[src/rtl/serial_tx_fifo.sv]
// serial_tx_fifo
//   Byte FIFO plus start sequencer that sits directly in front of SerialTx.
//   A producer pushes bytes at any rate.  The block pops one byte at a time,
//   presents it on tx_data and raises tx_ce until SerialTx answers with
//   tx_busy.  It then waits for tx_busy to fall before it starts the next byte.
//
// Ports
//   clk       in   system clock, rising edge
//   rst       in   asynchronous reset, active-low (0 = reset)
//   wr_en     in   push wr_data this cycle
//   wr_data   in   byte to enqueue
//   full      out  FIFO holds 2**DEPTH_LOG2 entries
//   empty     out  FIFO holds no entries
//   level     out  current entry count
//   overflow  out  sticky: a push was attempted while full
//   tx_data   out  SerialTx data (registered, held until the next pop)
//   tx_ce     out  SerialTx start strobe (registered)
//   tx_busy   in   SerialTx busy
//   timeout   out  sticky: SerialTx never acknowledged a start
//
// Build option
//   SERIAL_TX_FIFO_TIMEOUT_EN : when defined, a start that is not acknowledged
//   within TIMEOUT cycles is abandoned and flagged on timeout.  When it is
//   undefined, the block waits for tx_busy indefinitely and timeout reads 0.
module serial_tx_fifo #(
  parameter int DATA_WIDTH = 8,
  parameter int DEPTH_LOG2 = 4,
  parameter int TIMEOUT    = 64
) (
  input  logic                  clk,
  input  logic                  rst,
  input  logic                  wr_en,
  input  logic [DATA_WIDTH-1:0] wr_data,
  output logic                  full,
  output logic                  empty,
  output logic [DEPTH_LOG2:0]   level,
  output logic                  overflow,
  output logic [DATA_WIDTH-1:0] tx_data,
  output logic                  tx_ce,
  input  logic                  tx_busy,
  output logic                  timeout
);

  localparam int DEPTH = 1 << DEPTH_LOG2;

  typedef enum logic [1:0] {
    IDLE      = 2'd0,
    WAIT_BUSY = 2'd1,
    WAIT_DONE = 2'd2
  } state_t;

  state_t                  state_q, state_d;
  logic [DATA_WIDTH-1:0]   mem [DEPTH];
  logic [DEPTH_LOG2:0]     wr_ptr, rd_ptr;
  logic                    push, pop;
  logic                    tx_ce_d;
  logic                    to_expire;

  // The extra pointer MSB tells a full buffer (MSBs differ) from an empty one.
  assign level = wr_ptr - rd_ptr;
  assign empty = (wr_ptr == rd_ptr);
  assign full  = (wr_ptr[DEPTH_LOG2] != rd_ptr[DEPTH_LOG2]) &&
                 (wr_ptr[DEPTH_LOG2-1:0] == rd_ptr[DEPTH_LOG2-1:0]);

  // full is taken before this cycle's pop, so a simultaneous pop never makes room.
  assign push = wr_en && !full;

  always_ff @(posedge clk) begin
    if (push) begin
      mem[wr_ptr[DEPTH_LOG2-1:0]] <= wr_data;
    end
  end

  always_comb begin
    state_d = state_q;
    tx_ce_d = tx_ce;
    pop     = 1'b0;
    case (state_q)
      IDLE: begin
        if (!empty) begin
          pop     = 1'b1;
          tx_ce_d = 1'b1;
          state_d = WAIT_BUSY;
        end
      end
      WAIT_BUSY: begin
        if (tx_busy) begin
          tx_ce_d = 1'b0;
          state_d = WAIT_DONE;
        end else if (to_expire) begin
          // Abandon this byte; the next one can pop on the following edge.
          tx_ce_d = 1'b0;
          state_d = IDLE;
        end
      end
      WAIT_DONE: begin
        if (!tx_busy) begin
          state_d = IDLE;
        end
      end
      default: begin
        state_d = IDLE;
        tx_ce_d = 1'b0;
      end
    endcase
  end

  always_ff @(posedge clk or negedge rst) begin
    if (!rst) begin
      wr_ptr   <= '0;
      rd_ptr   <= '0;
      state_q  <= IDLE;
      tx_ce    <= 1'b0;
      tx_data  <= '0;
      overflow <= 1'b0;
    end else begin
      state_q <= state_d;
      tx_ce   <= tx_ce_d;
      if (push) begin
        wr_ptr <= wr_ptr + 1'b1;
      end
      if (pop) begin
        rd_ptr  <= rd_ptr + 1'b1;
        tx_data <= mem[rd_ptr[DEPTH_LOG2-1:0]];
      end
      if (wr_en && full) begin
        overflow <= 1'b1;
      end
    end
  end

`ifdef SERIAL_TX_FIFO_TIMEOUT_EN
  localparam int TO_W = (TIMEOUT > 1) ? $clog2(TIMEOUT) : 1;

  logic [TO_W-1:0] wait_cnt;
  logic            timeout_q;

  // wait_cnt counts idle-busy cycles already spent in WAIT_BUSY; the
  // TIMEOUT-th such cycle gives up.
  assign to_expire = (state_q == WAIT_BUSY) && !tx_busy &&
                     (wait_cnt == TO_W'(TIMEOUT - 1));

  always_ff @(posedge clk or negedge rst) begin
    if (!rst) begin
      wait_cnt  <= '0;
      timeout_q <= 1'b0;
    end else begin
      if (pop) begin
        wait_cnt <= '0;
      end else if ((state_q == WAIT_BUSY) && !tx_busy && !to_expire) begin
        wait_cnt <= wait_cnt + 1'b1;
      end
      if (to_expire) begin
        timeout_q <= 1'b1;
      end
    end
  end

  assign timeout = timeout_q;
`else
  assign to_expire = 1'b0;
  assign timeout   = 1'b0;
`endif

endmodule
[config.mk]
export PLATFORM = sky130hd
export DESIGN_NAME = serial_tx_fifo
export DESIGN_NICKNAME = d
export VERILOG_FILES = /design/src/rtl/serial_tx_fifo.sv
export SDC_FILE = /design/constraint.sdc
export NUM_CORES = 1
export LEC_CHECK = 0
export BUFFER_PORTS_ARGS = -buffer_cell sky130_fd_sc_hd__buf_2
export CORE_MARGIN = 8
export CORE_UTILIZATION = 40
export CTS_CLUSTER_DIAMETER = 150
export DETAILED_ROUTE_END_ITERATION = 8
export RECOVER_POWER = 100
export SYNTH_ARGS = -nofsm -noshare
export SYNTH_HDL_FRONTEND = slang
export SYNTH_SLANG_ARGS = --single-unit
[constraint.sdc]
create_clock -name clk -period 5.1 [get_ports clk]
set_input_delay 0.765 -clock clk [delete_from_list [all_inputs] [get_ports clk]]
set_output_delay 0.765 -clock clk [all_outputs]
set_load 0.005 [all_outputs]
==> flow_summary.yaml, run 1 <==
run_status:
  outcome: "complete, no violations"
clocking:
  root_buffer: "clkbuf_16"
  htreeDepth: 4
  path_clk_slew_ns: 0.06
  numClockSinks: 150
  clk-insertion-delay-late_ns: 0.42
  cts_buffers: 17
  clockBufferDepth: 2
  cts_tree: "done"
  cts_resized: 0
  ctsHoldBuffers: 0
  post_cts_buffers: 0
worst_setup_path:
  critPathTopFamily: "buffers and inverters"
  crit_required_ns: 5.18
  cp_slowest_cell: "clkbuf_1"
  reg2reg_to: "mem[7][6]$_DFFE_PP_"
  r2r_slack_ns: 1.36
  startpoint: "rd_ptr[2]$_DFFE_PN0P_"
  cp-start-kind: "flop"
  cp.arrival_ns: 3.83
  worstReg2RegStart: "rd_ptr[2]$_DFFE_PN0P_"
  crit_fanout: 28
  crit_type: "reg2reg"
  path_buf_inv: 2
  r2r_cells: 7
  crit_chain: "clkbuf_1 > inv_1 > ha_1 > nand4_1 > o21ai_0 > nor3b_1 > and2_0"
  crit_cells: 7
  crit_path_end_kind: "flop"
  cpPeakStageDelay_ns: 1.06
finish:
  diodes: 0
  drive_gt1_share_pct: 15.9
  syn_to_final_growth_pct: 14.3
  finalNetCount: 406
  fin_cells: 585
place:
  dp_hpwl_mm: 8.44
  post-place-ws_ns: 2.42
  numPortBuffers: 28
  placed_cells: 553
  place_congestion: 0.817
power_and_ir_drop:
  power.density_nw_per_um2: 616
  p_int_mw: 2.92
  p_sw_share_pct: 32.3
  switchingPower_mw: 1.40
  power_frac_seq_pct: 38.8
  irDropWorstVdd_mv: 0.282
  combPwrFrac_pct: 30.9
  leakage_nw: 2.47
  p_clk_share_pct: 30.2
grt:
  grt_max_degree: 52
  grt_first_pass_wirelength_mm: 19.1
  globalRouteOverflowTotal: 0
  antenna_found_initial: 0
  grt_pass1_vias: 3243
  track_usage_pct: 13.4
route:
  drc_errors: 0
  routed_via_density: 5.37
  vias: 3142
  wl_per_cell_um: 21.5
  antenna_left: 0
  first_iter_violations: 250
  dr.pass1.iters: 4
  routed_wl_mm: 12.6
hold_path:
  whs_endpoint: "overflow$_DFFE_PN0P_"
  min_from: "overflow$_DFFE_PN0P_"
  hold_path_depth: 1
  worstHoldPathType: "reg2reg"
job:
  cap_violations: 0
synth:
  synth_top_area_share_pct: 62.6
  synthCells: 350
  synth.ff_latch_count: 150
  synth_top_area_cell: "edfxtp_1"
  yosys_warnings: 0
  async_flop_share_pct: 14.7
  synth-seq-area-share_pct: 71.6
  synth_cell_types: 41
  synth-edff-count: 128
  synthTopCellsByArea: "edfxtp_1, dfrtp_1, mux2i_1"
  syn_nets: 372
  syn_area_sq_um: 6140
  synth_ff_type: "edfxtp_1"
  avgSynthCellArea_sq_um: 17.5
timing:
  tns_ns: 0
  period_share_pct: 73.4
  setup_viol: 0
  worstMarginPinSlew_ns: 1.47
  rsz0062_at_grt: "no"
  hold_viol: 0
  slew_viol_final: 0
  fin_hold_ws_ns: 0.466
  slew_headroom_pct: 2.19
  timing.fmax_mhz: 267
  skew_ns: 0.00540
  setup_slack_ns: 1.36
  period_needed_ns: 3.74
die:
  start_util_pct: 40.7
  die_y_um: 140
  die_x_um: 140
  row_count: 45
  die_area_sq_um: 19600
  floorplan.io_pins: 30
  core_sq_um: 15100
[per-layer routing]
layer | share of wire, % | up-vias | track usage (%)
met4 | 3.0 | 0 | 6.51
met1 | 42 | 1605 | 15.7
met5 | 0 | - | 0
met2 | 51 | 66 | 22.5
met3 | 3.5 | 21 | 3.45
li1 | - | 1450 | -
[cell families after synthesis]
group / Yosys count / share of synthesized area (%)
compound gates: 55 / 6.14
xor+xnor: 13 / 1.98
fa+ha+maj: 10 / 2.16
buf+inv: 29 / 2.87
flops: 150 / 71.6
mux: 48 / 11.3
other cells: 1 / 0.0611
simple gates: 44 / 3.93
[synthesized netlist by cell type, types with 5 or more instances]
master / n
edfxtp_1: 128
mux2i_1: 32
dfrtp_1: 22
o22ai_1: 14
mux4_2: 13
inv_1: 12
a21oi_1: 10
nor2_1: 10
xnor2_1: 10
a2bb2oi_1: 9
ha_1: 9
a211oi_1: 8
and2_1: 6
nand2_1: 6
buf_2: 5
nand4_1: 5
[sequential cells by signal, summed over array words and instances, names as in the netlist]
register / cells
wr_ptr: 5
overflow: 1
tx_ce: 1
tx_data: 8
state_q: 2
rd_ptr: 5
mem: 128
[worst reg2reg max path: cells and delay by family (launching register included)]
kind            cells  cell delay (ns)
buf+inv             2             1.18
simple gates        3             0.78
compound gates      1             0.70
fa+ha+maj           1             0.42
flops               1             0.32
[power groups by stage]
stage	sequential (mW)	combinational [mW]	clock, mW
floorplan	1.63	1.03	0
detailed placement	1.70	1.37	0
global placement	1.69	1.35	0
finish	1.68	1.34	1.31
CTS	1.68	1.37	1.33
global route	1.70	1.45	1.37
[how the worst max path moves through the flow]
| stage | slack [ns] | end |
|---|---|---|
| after global placement | 2.45 | mem[0][2]$_DFFE_PP_ |
| after CTS | 2.06 | level[4] |
| after floorplan | 2.57 | mem[0][0]$_DFFE_PP_ |
| after global routing | 0.98 | mem[4][5]$_DFFE_PP_ |
| after detailed placement | 2.42 | mem[13][4]$_DFFE_PP_ |
| final | 1.36 | mem[7][6]$_DFFE_PP_ |
[cells in the final DEF (no fill, tap or decap), types with 3 or more instances in the layout]
cell type  count
o22ai_1       14
clkinv_4       3
edfxtp_1     128
clkbuf_1      19
ha_1           9
nand4_1        5
clkinv_2       4
bufinv_16      4
buf_2         11
clkbuf_16     17
a21o_1         3
inv_6          3
o21ai_0        5
xnor2_1       10
mux4_2        13
inv_1         12
a2bb2oi_1      9
and3_1         4
mux4_1         3
nor2_1        10
dfrtp_1       21
a21oi_1       10
nand2_1        6
and2_0         4
mux2i_1       32
a211oi_1       8
[final cells by class]
cell class | instances | area [sq um]
clock buffer | 17 | 425
clock inverter | 15 | 200
fill | 1323 | 8070
inverter | 12 | 45.0
multi-input combinational | 171 | 1580
sequential | 150 | 4400
tap | 188 | 235
timing repair buffer | 32 | 139
[through the flow]
step / power [mW] / util [%] / instance area, sq um
4_1_cts: 4.37 / 46.7 / 7050
6_report: 4.32 / 46.5 / 7020
5_1_grt: 4.52 / 46.5 / 7020
3_5_place_dp: 3.07 / 42.6 / 6430
3_3_place_gp: 3.04 / 42.6 / 6430
2_1_floorplan: 2.66 / - / 6140
Power figures use the tool's default switching activity.
==> run 2: changes to the inputs <==
clock period = 3.6 ns   (was 5.1 ns; I/O delays follow)
==> flow_summary.yaml, run 2 (synthesis results as in run 1) <==
clocking:
  htreeDepth: 4
  clk-insertion-delay-late_ns: 0.42
  cts_resized: 0
  root_buffer: "clkbuf_16"
  post_cts_buffers: 0
  path_clk_slew_ns: 0.06
  cts_buffers: 17
  numClockSinks: 150
  clockBufferDepth: 2
  cts_tree: "done"
  ctsHoldBuffers: 0
worst_setup_path:
  r2r_cells: 6
  crit_type: "reg2reg"
  worstReg2RegStart: "rd_ptr[1]$_DFFE_PN0P_"
  cp-start-kind: "flop"
  cp.arrival_ns: 2.91
  crit_fanout: 12
  reg2reg_to: "mem[6][4]$_DFFE_PP_"
  r2r_slack_ns: 0.74
  crit_path_end_kind: "flop"
  crit_required_ns: 3.65
  startpoint: "rd_ptr[1]$_DFFE_PN0P_"
timing:
  period_needed_ns: 2.86
  hold_viol: 0
  fin_hold_ws_ns: 0.333
  worstMarginPinSlew_ns: 1.36
  setup_viol: 0
  timing.fmax_mhz: 350
  period_share_pct: 79.3
  tns_ns: 0
  rsz0062_at_grt: "no"
  slew_headroom_pct: 9.37
  skew_ns: 0.00957
  slew_viol_final: 0
place:
  place_congestion: 0.775
  numPortBuffers: 28
  dp_hpwl_mm: 8.46
run_status:
  outcome: "complete, no violations"
route:
  vias: 3157
  antenna_left: 0
  routed_wl_mm: 12.4
  wl_per_cell_um: 21.0
  first_iter_violations: 189
  drc_errors: 0
  routed_via_density: 5.36
  dr.pass1.iters: 4
die:
  row_count: 45
  die_y_um: 140
  floorplan.io_pins: 30
  core_sq_um: 15100
  die_area_sq_um: 19600
  start_util_pct: 40.7
  die_x_um: 140
grt:
  globalRouteOverflowTotal: 0
  grt_max_degree: 34
  track_usage_pct: 13.3
  grt_first_pass_wirelength_mm: 19.3
  antenna_found_initial: 0
  grt_pass1_vias: 3314
finish:
  syn_to_final_growth_pct: 13.9
  finalNetCount: 410
  diodes: 0
  fillCellCount: 1283
  final_cell_mix: "edfxtp_1, mux2i_1, clkbuf_1"
  largest_register_ffs: 128
  drive_gt1_share_pct: 13.7
  mostFrequentLayoutCell: "edfxtp_1"
power_and_ir_drop:
  irDropWorstVdd_mv: 0.446
  power.density_nw_per_um2: 858
  leakage_nw: 2.45
  finalPower_mw: 5.99
hold_path:
  min_from: "tx_busy"
  worstHoldPathType: "in2reg"
  whs_endpoint: "state_q[0]$_DFFE_PN0P_"
  hold_path_depth: 2
job:
  cap_violations: 0
[run 2: through the flow]
step / area [sq um] / cells / setup WS (ns) / util (%)
3_3_place_gp: 6460 / 557 / 1.13 / 42.8
3_5_place_dp: 6460 / 557 / 1.05 / 42.8
5_1_grt: 6990 / 589 / 0.472 / 46.3
6_report: 6990 / 589 / 0.745 / 46.3
2_1_floorplan: 6140 / 350 / 1.07 / -
4_1_cts: 7040 / 589 / 0.803 / 46.7
[run 2: layout make-up]
class,count,area (sq um),share of cell area [%]
Sequential cell,150,4400,62.9
Multi-Input combinational cell,171,1570,22.5
Clock buffer,18,429,6.14
Tap cell,188,235,3.37
Clock inverter,14,156,2.24
Timing Repair Buffer,36,156,2.24
Inverter,12,45.0,0.644
[run 2: critical path, stage by stage (launching register included)]
cell and delay [ns]:
dfrtp_1 0.53, inv_1 0.19, ha_1 0.35, nand4_1 0.13, o21ai_0 0.27, nor3b_1 0.44, and2_0 0.58
[run 2: per-layer routing]
| metal | routed length, um | vias up | GRT usage (%) |
|---|---|---|---|
| li1 | - | 1456 | - |
| met1 | 5510 | 1619 | 16.5 |
| met2 | 6070 | 59 | 21.4 |
| met3 | 457 | 23 | 3.11 |
| met4 | 320 | 0 | 7.03 |
| met5 | 0 | - | 0 |
[run 2: worst max path at each step]
stage	endpoint	slack, ns	cells after the start
2_1_floorplan	mem[0][0]$_DFFE_PP_	1.07	7
3_3_place_gp	mem[6][0]$_DFFE_PP_	1.13	6
3_5_place_dp	mem[14][2]$_DFFE_PP_	1.05	6
4_1_cts	level[4]	0.80	6
5_1_grt	mem[6][4]$_DFFE_PP_	0.47	6
6_report	mem[6][4]$_DFFE_PP_	0.74	6
[run 2: report_power, final]
group          total (mW)  switching [mW]  internal [mW]
Clock                1.75           0.672           1.08
Combinational        1.88            1.08          0.800
Sequential           2.36           0.189           2.17
Total                5.99            1.94           4.05
==> run 3: changes to the inputs <==
clock period = 2.3 ns   (was 3.6 ns; I/O delays follow)
==> flow_summary.yaml, run 3 (synthesis results as in run 1) <==
finish:
  fillCellCount: 1247
  finalNetCount: 436
  largest_register_ffs: 128
  mostFrequentLayoutCell: "edfxtp_1"
  seqCellArea_sq_um: 4400
  fin_area_sq_um: 7290
  syn_to_final_growth_pct: 18.8
  diodes: 0
  final_cell_mix: "edfxtp_1, mux2i_1, buf_4"
  drive_gt1_share_pct: 24.4
  multi_input_area_sq_um: 1630
timing:
  slew_headroom_pct: 4.55
  period_needed_ns: 2.30
  period_share_pct: 99.8
  slew_viol_final: 0
  worstMarginPinSlew_ns: 1.43
  tns_ns: 0
  timing.fmax_mhz: 436
  fin_hold_ws_ns: 0.142
  skew_ns: 0.0183
  setup_viol: 0
  hold_viol: 0
  rsz0062_at_grt: "yes"
place:
  dp_hpwl_mm: 8.49
  place_congestion: 0.810
  numPortBuffers: 28
  place_area_sq_um: 6600
clocking:
  root_buffer: "clkbuf_16"
  cts_buffers: 17
  path_clk_slew_ns: 0.06
  clk-insertion-delay-late_ns: 0.42
  numClockSinks: 150
  cts_tree: "done"
  htreeDepth: 4
  clockBufferDepth: 2
grt:
  grt_pass1_vias: 3493
  antenna_found_initial: 0
  track_usage_pct: 14.0
  grt_max_degree: 52
  grt_first_pass_wirelength_mm: 20.4
  globalRouteOverflowTotal: 0
die:
  die_area_sq_um: 19600
  start_util_pct: 40.7
  die_y_um: 140
  floorplan.io_pins: 30
  core_sq_um: 15100
  row_count: 45
  die_x_um: 140
power_and_ir_drop:
  irDropWorstVdd_mv: 0.718
  leakage_nw: 2.62
  power.density_nw_per_um2: 1350
hold_path:
  worstHoldPathType: "in2reg"
worst_setup_path:
  cp.arrival_ns: 1.95
  path_buf_inv: 3
  critPathTopFamily: "adder cells"
  crit_chain: "inv_2 > ha_4 > inv_2 > fa_2 > a21o_1 > a21oi_2 > xnor2_1 > buf_2"
  cp-start-kind: "flop"
  cp_slowest_cell: "dfrtp_1"
  crit_path_end_kind: "primary output"
  r2r_slack_ns: 0.09
  crit_fanout: 2
  cpPeakStageDelay_ns: 0.39
  crit_path_frequent_cell: "inv_2"
  crit_type: "reg2out"
  crit_required_ns: 1.96
run_status:
  outcome: "complete, no violations"
route:
  vias: 3299
  routed_via_density: 5.36
  antenna_left: 0
  wl_per_cell_um: 21.2
  first_iter_violations: 218
  dr.pass1.iters: 4
  routed_wl_mm: 13.0
  drc_errors: 0
job:
  cap_violations: 0
[run 3: final timing paths]
path	from	depth (start not counted)	endpoint
min in group asynchronous	rst	2	tx_data[5]$_DFFE_PN0P_
setup reg to reg	wr_ptr[0]$_DFFE_PN0P_	13	mem[14][3]$_DFFE_PP_
max in group asynchronous	rst	2	rd_ptr[0]$_DFFE_PN0P_
setup / recovery	wr_ptr[0]$_DFFE_PN0P_	8	level[4]
hold / removal	tx_busy	2	state_q[0]$_DFFE_PN0P_
hold reg to reg	overflow$_DFFE_PN0P_	1	overflow$_DFFE_PN0P_
[run 3: cell type report]
cell class	instances	share of cell area [%]
Timing Repair Buffer	62	5.51
Inverter	12	0.617
Tap cell	188	3.22
Multi-Input combinational cell	171	22.3
Clock inverter	12	2.09
Sequential cell	150	60.3
Clock buffer	20	5.99
[run 3: where the power goes]
part / internal, mW / switching [mW] / leakage, nW
clock: 1.70 / 1.04 / 0.278
sequential: 3.40 / 0.218 / 1.41
combinational: 1.59 / 1.90 / 0.925
total: 6.69 / 3.15 / 2.62
[run 3: worst register-to-register path: cells and delay by family (launching register included)]
kind                     cells  cell delay, ns
AND/OR/NAND/NOR              1            0.05
flip-flops                   1            0.37
adder cells (fa/ha/maj)      1            0.20
buffers and inverters       11            1.34
[run 3: layer usage]
metal | track usage, % | vias to the layer above | routed length [um]
li1 | - | 1507 | -
met3 | 3.49 | 12 | 667
met4 | 6.23 | 0 | 217
met1 | 17.6 | 1702 | 5500
met2 | 22.4 | 78 | 6650
met5 | 0 | - | 0
[run 3: what timing repair did]
item | in CTS | in global routing
endpoints found under the hold margin | 22 | 0
hold buffers | 1 | 0
resized for setup | 6 | 4
setup endpoints to repair | 1 | 17
pin swaps | 5 | 5
setup buffers | 10 | 0
[run 3: stage by stage]
step	worst slack, ns	power (mW)	util [%]	cells
floorplan	-0.233	5.90	-	350
global placement	0.136	6.95	43.7	572
detailed placement	0.105	7.00	43.7	572
CTS	-0.0271	9.93	48.3	615
global route	-0.0726	10.4	48.3	615
finish	0.00458	9.85	48.3	615
